### config.mk
export PLATFORM = sky130hd
export DESIGN_NAME = spmv_fp16_row_acc
export DESIGN_NICKNAME = d
export VERILOG_FILES = /design/src/rtl/spmv_fp16_pkg.sv /design/src/rtl/spmv_fp16_add.sv /design/src/rtl/spmv_fp16_row_acc.sv
export SDC_FILE = /design/constraint.sdc
export NUM_CORES = 1
export LEC_CHECK = 0
export CAP_MARGIN = 20
export CORE_AREA = 3 3 142 144
export CTS_BUF_LIST = sky130_fd_sc_hd__clkbuf_4 sky130_fd_sc_hd__clkbuf_8
export CTS_CLUSTER_SIZE = 40
export DETAILED_ROUTE_END_ITERATION = 10
export DIE_AREA = 0 0 145 147
export GPL_TIMING_DRIVEN = 0
export SLEW_MARGIN = 15
export SYNTH_ARGS = -nofsm -noshare
export SYNTH_HDL_FRONTEND = slang
export SYNTH_SLANG_ARGS = --single-unit
### constraint.sdc
create_clock -name i_clk -period 17.2 [get_ports i_clk]
set_input_delay 3.44 -clock i_clk [delete_from_list [all_inputs] [get_ports i_clk]]
set_output_delay 3.44 -clock i_clk [all_outputs]
set_load 0.01 [all_outputs]
### src/rtl/spmv_fp16_pkg.sv
// Shared FP16 definitions for the SpMV reduction datapath.
// Field layout, saturation constants, accumulator FSM encodings and operand sanitising.
package spmv_fp16_pkg;

    localparam int unsigned FP16_W         = 16;
    localparam int unsigned EXP_W          = 5;
    localparam int unsigned MANT_W         = 10;
    localparam int unsigned SIG_W          = 14;
    localparam int unsigned SIGN_BIT       = 15;
    localparam int unsigned EXP_MSB        = 14;
    localparam int unsigned EXP_LSB        = 10;
    localparam int unsigned MANT_MSB       = 9;
    localparam int unsigned EXP_BIAS       = 15;
    localparam int unsigned EXP_MAX_FINITE = 30;

    localparam logic [FP16_W-1:0] FP16_POS_MAX = 16'h7BFF;
    localparam logic [FP16_W-1:0] FP16_NEG_MAX = 16'hFBFF;

    localparam logic [0:0] S_ACC = 1'b0;
    localparam logic [0:0] S_OUT = 1'b1;

    typedef struct packed {
        logic              sign;
        logic [EXP_W-1:0]  expo;
        logic [MANT_W-1:0] mant;
    } fp16_t;

    // Denormals flush to +0; Inf/NaN clamp to max finite with their sign.
    function automatic fp16_t fp16_sanitize(input logic [FP16_W-1:0] x);
        fp16_t f;
        f = fp16_t'(x);
        if (f.expo == '0) begin
            f = fp16_t'(16'h0000);
        end else if (f.expo == '1) begin
            f = f.sign ? fp16_t'(FP16_NEG_MAX) : fp16_t'(FP16_POS_MAX);
        end
        return f;
    endfunction

endpackage

### src/rtl/spmv_fp16_add.sv
// Combinational FP16 adder: flush-to-zero, max-finite saturation, truncating.
// Three guard bits are kept during alignment and dropped after normalisation.
module spmv_fp16_add
    import spmv_fp16_pkg::*;
(
    input  logic [FP16_W-1:0] a_i,
    input  logic [FP16_W-1:0] b_i,
    output logic [FP16_W-1:0] sum_c_o
);

    fp16_t              a_s;
    fp16_t              b_s;
    fp16_t              op_hi;
    fp16_t              op_lo;
    logic [SIG_W-1:0]   sig_hi;
    logic [SIG_W-1:0]   sig_lo;
    logic [SIG_W-1:0]   lo_sh;
    logic [EXP_W-1:0]   exp_diff;
    logic [SIG_W:0]     sum_ext;
    logic [3:0]         lzc;
    logic signed [6:0]  exp_n;
    logic [MANT_W-1:0]  mant_n;

    function automatic logic [3:0] lzc14(input logic [SIG_W-1:0] v);
        logic [3:0] n;
        n = 4'd14;
        for (int i = 0; i < 14; i++) begin
            if (v[i]) n = 4'(13 - i);
        end
        return n;
    endfunction

    always_comb begin
        a_s     = fp16_sanitize(a_i);
        b_s     = fp16_sanitize(b_i);
        op_hi   = a_s;
        op_lo   = b_s;
        sum_c_o = 16'h0000;
        exp_n   = '0;
        mant_n  = '0;

        // Larger magnitude drives sign and exponent of the result.
        if ({b_s.expo, b_s.mant} > {a_s.expo, a_s.mant}) begin
            op_hi = b_s;
            op_lo = a_s;
        end

        sig_hi   = (op_hi.expo != '0) ? {1'b1, op_hi.mant, 3'b000} : '0;
        sig_lo   = (op_lo.expo != '0) ? {1'b1, op_lo.mant, 3'b000} : '0;
        exp_diff = op_hi.expo - op_lo.expo;
        lo_sh    = (exp_diff >= 5'd14) ? '0 : (sig_lo >> exp_diff);

        if (op_hi.sign == op_lo.sign) begin
            sum_ext = {1'b0, sig_hi} + {1'b0, lo_sh};
        end else begin
            sum_ext = {1'b0, sig_hi - lo_sh};
        end

        lzc = lzc14(sum_ext[SIG_W-1:0]);

        if (sum_ext != '0) begin
            if (sum_ext[SIG_W]) begin
                exp_n  = 7'(op_hi.expo) + 7'd1;
                mant_n = sum_ext[SIG_W-1:4];
            end else begin
                exp_n  = 7'(op_hi.expo) - 7'(lzc);
                mant_n = 10'((sum_ext[SIG_W-1:0] << lzc) >> 3);
            end

            if (exp_n < 7'sd1) begin
                sum_c_o = 16'h0000;
            end else if (exp_n > 7'sd30) begin
                sum_c_o = op_hi.sign ? FP16_NEG_MAX : FP16_POS_MAX;
            end else begin
                sum_c_o = {op_hi.sign, exp_n[EXP_W-1:0], mant_n};
            end
        end
    end

endmodule

### src/rtl/spmv_fp16_row_acc.sv
// Per-row FP16 accumulator: sums product beats and emits one indexed result per row
// over valid/ready, holding the result (and stalling input) until it is taken.
module spmv_fp16_row_acc
    import spmv_fp16_pkg::*;
#(
    parameter int unsigned ROW_W = 16
) (
    input  logic              i_clk,
    input  logic              i_rstn,
    input  logic              i_valid,
    output logic              o_ready,
    input  logic [15:0]       i_prod,
    input  logic              i_last,
    input  logic              i_empty,
    output logic              o_valid,
    input  logic              i_ready,
    output logic [15:0]       o_result,
    output logic [ROW_W-1:0]  o_row
);

    logic [0:0]        state_q, state_d;
    logic [15:0]       acc_q, acc_d;
    logic [15:0]       result_q, result_d;
    logic [ROW_W-1:0]  row_q, row_d;
    logic [ROW_W-1:0]  row_cnt_q, row_cnt_d;
    logic [15:0]       sum_c;
    logic              accept_c;

    spmv_fp16_add u_add (
        .a_i     (acc_q),
        .b_i     (i_prod),
        .sum_c_o (sum_c)
    );

    assign o_ready  = (state_q == S_ACC) || i_ready;
    assign accept_c = i_valid && o_ready;
    assign o_valid  = (state_q == S_OUT);
    assign o_result = result_q;
    assign o_row    = row_q;

    always_ff @(posedge i_clk or negedge i_rstn) begin
        if (!i_rstn) begin
            state_q   <= S_ACC;
            acc_q     <= 16'h0000;
            result_q  <= 16'h0000;
            row_q     <= '0;
            row_cnt_q <= '0;
        end else begin
            state_q   <= state_d;
            acc_q     <= acc_d;
            result_q  <= result_d;
            row_q     <= row_d;
            row_cnt_q <= row_cnt_d;
        end
    end

    // A last beat loads a fresh result even while the previous one is being drained.
    always_comb begin
        state_d   = state_q;
        acc_d     = acc_q;
        result_d  = result_q;
        row_d     = row_q;
        row_cnt_d = row_cnt_q;

        if (accept_c && i_last) begin
            acc_d     = 16'h0000;
            result_d  = i_empty ? 16'h0000 : sum_c;
            row_d     = row_cnt_q;
            row_cnt_d = row_cnt_q + ROW_W'(1);
            state_d   = S_OUT;
        end else begin
            if (accept_c) begin
                acc_d = sum_c;
            end
            if ((state_q == S_OUT) && i_ready) begin
                state_d = S_ACC;
            end
        end
    end

endmodule
==> flow_metrics.py, run 1 <==
metrics = {
    "status": {
        "outcome": "completed",
    },
    "critical_path": {
        "crit_start": "i_prod[13]",
        "crit_top_cell": "a21oi_1",
        "cpPeakStageDelay_ns": 0.65,
        "crit_arrival_ns": 16.09,
        "r2r_cells": 48,
        "critPathMaxFanout": 10,
        "cpMaxStageDelayCell": "or4_4",
        "crit_required_ns": 17.42,
        "setup.worst_path.end": "acc_q[8]",
        "timing.rr.start": "acc_q[13]",
        "worst_r2r_endpoint": "acc_q[8]",
        "startpoint_type": "input port",
        "crit_type": "input port to register",
        "cp-end-kind": "register",
        "r2r_setup_slack_ns": 4.71,
    },
    "timing": {
        "fmax_mhz": 63.0,
        "relSlewSlack_pct": 40.3,
        "drv_slew": 0,
        "min_period_ns": 15.87,
        "rsz0062_at_grt": "false",
        "timing.hold.ws_ns": 0.474,
        "finClkSkew_ns": 0.00848,
        "hold_viol_final": 0,
        "setup_viol": 0,
        "period_share_pct": 92.3,
        "max_slew.worst_pin.slew_ns": 0.889,
        "tns_ns": 0,
    },
    "logic_synthesis": {
        "ys.flop_type": "dfrtp_1",
        "synthArstFlopShare_pct": 100,
        "synth_largest_area_cell": "dfrtp_1",
        "synth_top_area_share_pct": 22.1,
        "synth_cell_types": 94,
        "synth-warning-count": 0,
        "synth.yosys.seq_area_share_pct": 22.1,
        "synth.avg_cell_area_sq_um": 7.61,
        "synth_cells": 969,
        "synth_area_leaders": "dfrtp_1 22%, ha_1 7.6%, nand2_1 7.1%",
        "syn_nets": 1038,
        "synth_edf_count": 0,
        "synth_area_sq_um": 7370,
        "ys_seq_elements": 65,
    },
    "layout": {
        "final_cell_mix": "140 x nand2_1, 91 x nor2_1, 66 x a21oi_1, 65 x dfrtp_1, 52 x clkdlybuf4s50_1",
        "final_layout_size_suffix_gt1_share_pct": 7.02,
        "fillers": 1888,
        "final_nets": 1104,
        "antenna_cells": 0,
        "final_common_cell": "nand2_1",
        "multi_input_comb_area_sq_um": 5370,
        "regArea_sq_um": 1630,
        "stdcell_area_sq_um": 8470,
        "area_growth_pct": 15.0,
        "finalNonFillerCells": 1300,
    },
    "drt": {
        "drtAntennaViolNets": 0,
        "vias": 7686,
        "drt-pass1-iter-count": 6,
        "drt_wl_total_microns": 24400,
        "drt_iter0_markers": 770,
        "viasPerCell": 5.91,
        "post_drt_wl_per_cell_microns": 18.8,
        "drcViolationCount": 0,
    },
    "flow_run": {
        "maxCapViolations": 0,
    },
    "cts": {
        "clock-sinks": 65,
        "cts_buffer_depth": 2,
        "ctsHoldBuffers": 0,
        "cts_buffers": 9,
        "clock_latency_ns": 0.33,
        "post-cts-setup-buffers": 0,
        "path_clk_slew_ns": 0.07,
        "cts.htree.levels": 3,
        "cts_tree": "built",
        "cts_resized": 0,
        "root_buffer": "clkbuf_8",
    },
    "global_routing": {
        "grt_pass1_vias": 7217,
        "overflow": 0,
        "track_usage_pct": 21.9,
        "antenna_found_initial": 0,
        "grt_pass1_wl_microns": 38900,
        "grt_max_degree": 34,
    },
    "placed_design": {
        "place_area_sq_um": 8240,
        "post-dp-hpwl_microns": 19300,
        "gp_congestion": 0.933,
        "dpl.cell_count": 1283,
        "numPortBuffers": 53,
    },
    "floorplan": {
        "die_h_microns": 147,
        "coreArea_sq_um": 18800,
        "io_pins": 56,
        "start_util_pct": 39.1,
        "die_area_sq_um": 21300,
        "rows": 50,
        "die_width_microns": 145,
    },
    "hold_path": {
        "hp-start": "o_row[5]",
        "hp-class": "register to register",
    },
}
how the worst min path moves through the flow:
stage,cells past startpoint,end
after floorplan,1,row_cnt_q[15]
after global placement,2,o_row[8]
after detailed placement,2,o_row[5]
after CTS,1,row_cnt_q[15]
after global routing,2,o_row[8]
final,2,o_row[5]
worst max-delay path: cells and delay by family:
| kind | cells | cell delay (ns) |
|---|---|---|
| AOI/OAI and AO/OA | 23 | 4.84 |
| muxes | 1 | 0.10 |
| buffers and inverters | 10 | 2.50 |
| adders and majority gates | 4 | 1.33 |
| xor gates and xnor gates | 2 | 0.65 |
| and+or+nand+nor | 8 | 3.19 |
layer usage:
| layer | part of all wire [%] | wire length (microns) | GRT usage [%] |
|---|---|---|---|
| met3 | 6.1 | 1490 | 2.44 |
| met2 | 45 | 11100 | 35.9 |
| met4 | 2.7 | 665 | 6.89 |
| met1 | 46 | 11200 | 30.6 |
| met5 | 0 | 0 | 0 |
registers in the layout, summed over array words and instances (netlist names):
signal	cells
o_result	16
row_cnt_q	16
o_valid	1
acc_q	16
o_row	16
Yosys cell counts (10+ instances only):
cell type	count
and3_1	14
xor2_1	10
o31ai_1	12
nand2_1	140
nor2_1	91
and2_1	16
nand2b_1	11
dfrtp_1	65
o21ai_0	50
nand3_1	25
a21o_1	21
o211ai_1	18
nor3_1	20
mux2i_1	24
ha_1	45
xnor2_1	22
nand4_1	13
clkbuf_1	38
or3_1	12
a211oi_1	19
a21oi_1	66
inv_1	40
cells by family (layout without fill, tap and decap cells):
group / after synthesis / in the layout / share of synthesized area (%)
multiplexers: 28 / 28 / 4.18
AO/OA/AOI/OAI: 321 / 321 / 31.4
AND/OR/NAND/NOR: 385 / 385 / 25.4
flip-flops: 65 / 65 / 22.1
adder cells (fa/ha/maj): 47 / 47 / 8.18
XOR/XNOR: 32 / 32 / 3.80
buffers and inverters: 91 / 162 / 5.01
through the flow:
stage               setup WS, ns  util [%]
global route               0.633      45.0
finish                      1.33      45.0
floorplan                   4.17         -
CTS                         1.67      45.0
detailed placement          1.38      43.8
global placement            1.32      43.7
area by class of cell:
cell class | instances | area share [%]
Inverter | 42 | 1.86
Buffer | 49 | 2.50
Sequential cell | 65 | 19.2
Clock buffer | 11 | 1.71
Tap cell | 260 | 3.84
Multi-Input combinational cell | 813 | 63.4
Clock inverter | 5 | 0.930
Timing Repair Buffer | 55 | 6.53
Power of run 1 is left out: the tool's default activity adds up to more than one toggle a clock period on the data nets, which glitch-free logic cannot reach.
==> run 2, diff against run 1 <==
--- a/config.mk
+++ b/config.mk
@@ -6,11 +6,11 @@
 export NUM_CORES = 1
 export LEC_CHECK = 0
 export CAP_MARGIN = 20
-export CORE_AREA = 3 3 142 144
+export CORE_AREA = 2 2 141 143
 export CTS_BUF_LIST = sky130_fd_sc_hd__clkbuf_4 sky130_fd_sc_hd__clkbuf_8
 export CTS_CLUSTER_SIZE = 40
 export DETAILED_ROUTE_END_ITERATION = 10
-export DIE_AREA = 0 0 145 147
+export DIE_AREA = 0 0 143 145
 export GPL_TIMING_DRIVEN = 0
 export SLEW_MARGIN = 15
 export SYNTH_ARGS = -nofsm -noshare
==> run 2 against run 1 <==
Worst setup slack gained 0.12 ns; via count up 1.2%; largest cell class unchanged; sequential share of layout area is 0.051 points higher; global-route usage is 1.1 points higher; clock skew is essentially flat.
==> flow_metrics.py, run 2 (synthesized netlist as in run 1, its figures left out) <==
metrics = {
    "critical_path": {
        "r2r_setup_slack_ns": 4.78,
        "cpPeakStageDelay_ns": 0.66,
        "crit_required_ns": 17.44,
        "r2r_cells": 47,
        "crit_type": "input port to register",
        "critPathBufInv": 10,
        "crit_arrival_ns": 15.99,
        "timing.rr.start": "acc_q[13]",
        "critPathMaxFanout": 10,
        "cp-end-kind": "register",
        "startpoint_type": "input port",
        "cpMaxStageDelayCell": "nor4_1",
        "cpLargestDelayFamily": "compound AO/OA/AOI/OAI gates",
        "worst_r2r_endpoint": "acc_q[1]",
    },
    "layout": {
        "final_common_cell": "nand2_1",
        "final_layout_size_suffix_gt1_share_pct": 7.02,
        "stdcell_area_sq_um": 8450,
        "final_nets": 1104,
        "final_cell_mix": "140 x nand2_1, 91 x nor2_1, 66 x a21oi_1, 65 x dfrtp_1, 52 x clkdlybuf4s50_1",
        "area_growth_pct": 14.7,
        "antenna_cells": 0,
    },
    "cts": {
        "clock_latency_ns": 0.34,
        "cts_tree": "built",
        "ctsHoldBuffers": 0,
        "root_buffer": "clkbuf_8",
        "path_clk_slew_ns": 0.07,
        "clock-sinks": 65,
        "cts_buffer_depth": 2,
        "cts_buffers": 9,
        "cts_resized": 0,
        "post-cts-setup-buffers": 0,
        "cts.htree.levels": 3,
    },
    "timing": {
        "rsz0062_at_grt": "false",
        "setup_viol": 0,
        "period_share_pct": 91.6,
        "relSlewSlack_pct": 42.3,
        "tns_ns": 0,
        "min_period_ns": 15.75,
        "max_slew.worst_pin.slew_ns": 0.860,
        "hold_viol_final": 0,
        "fmax_mhz": 63.5,
        "finClkSkew_ns": 0.00837,
        "drv_slew": 0,
    },
    "floorplan": {
        "coreArea_sq_um": 19200,
        "start_util_pct": 38.4,
        "die_h_microns": 145,
        "rows": 51,
        "die_area_sq_um": 20700,
        "die_width_microns": 143,
        "io_pins": 56,
    },
    "drt": {
        "viasPerCell": 5.96,
        "drtAntennaViolNets": 0,
        "drt_iter0_markers": 806,
        "vias": 7781,
        "post_drt_wl_per_cell_microns": 18.7,
        "drcViolationCount": 0,
        "drt-pass1-iter-count": 6,
        "drt_wl_total_microns": 24300,
    },
    "global_routing": {
        "grt_pass1_vias": 7120,
        "grt_max_degree": 37,
        "track_usage_pct": 23.1,
        "grt_pass1_wl_microns": 38300,
        "antenna_found_initial": 0,
        "overflow": 0,
    },
    "placed_design": {
        "post-dp-hpwl_microns": 19200,
        "place_area_sq_um": 8250,
        "numPortBuffers": 53,
        "gp_congestion": 0.928,
    },
    "hold_path": {
        "hp-class": "register to register",
        "hold_end": "o_row[6]",
        "min_path_cells": 2,
        "hp-start": "o_row[6]",
    },
    "status": {
        "outcome": "completed",
    },
    "flow_run": {
        "maxCapViolations": 0,
    },
}
[run 2: cell count changes in the layout (fill, tap and decap cells not counted)]
cell,delta
clkinvlp_4,+1
bufinv_16,-1
clkbuf_8,-1
clkbuf_4,+1
[run 2: layer usage]
metal  track usage [%]  part of all wire [%]  wire length [microns]  vias up
met3              3.37                   7.0                   1710       57
met5                 0                     0                      0        -
met2              35.4                    44                  10700      320
met1              32.9                    46                  11200     3659
li1                  -                     -                      -     3745
met4              8.07                   3.0                    741        0
[run 2: how the worst max path moves through the flow]
| stage | from | to | depth (start not counted) |
|---|---|---|---|
| floorplan | i_prod[11] | o_result[6] | 47 |
| detailed placement | i_prod[13] | acc_q[1] | 48 |
| CTS | i_prod[13] | acc_q[1] | 48 |
| global placement | i_prod[13] | acc_q[8] | 48 |
| finish | i_prod[13] | acc_q[1] | 48 |
| global route | i_prod[13] | acc_q[1] | 48 |
[run 2: worst register-to-register path, delay by kind of cell (launching register included)]
kind                     cells  cell delay, ns
flip-flops                   1            0.46
XOR/XNOR                     2            0.39
AO/OA/AOI/OAI               24            5.50
buffers and inverters        8            1.60
multiplexers                 1            0.21
AND/OR/NAND/NOR              8            2.81
adder cells (fa/ha/maj)      4            1.38
[run 2: layout make-up]
class / instances / area, sq um
plain buffers: 49 / 211
clock buffers: 11 / 139
clock inverters: 5 / 56.3
fillers: 1965 / 10800
inverters: 42 / 158
multi-input cells: 813 / 5370
flip-flops and latches: 65 / 1630
well taps: 265 / 332
repair buffers: 55 / 553
[run 2: stage by stage]
step	hold WS (ns)	worst slack, ns	util (%)	std cells
2_1_floorplan	0.445	4.17	-	969
3_3_place_gp	0.462	1.35	42.9	1287
3_5_place_dp	0.462	1.37	42.9	1288
4_1_cts	0.479	1.67	44.0	1304
5_1_grt	0.504	0.815	44.0	1305
6_report	0.478	1.45	44.0	1305
Power of run 2 is left out for the same reason.
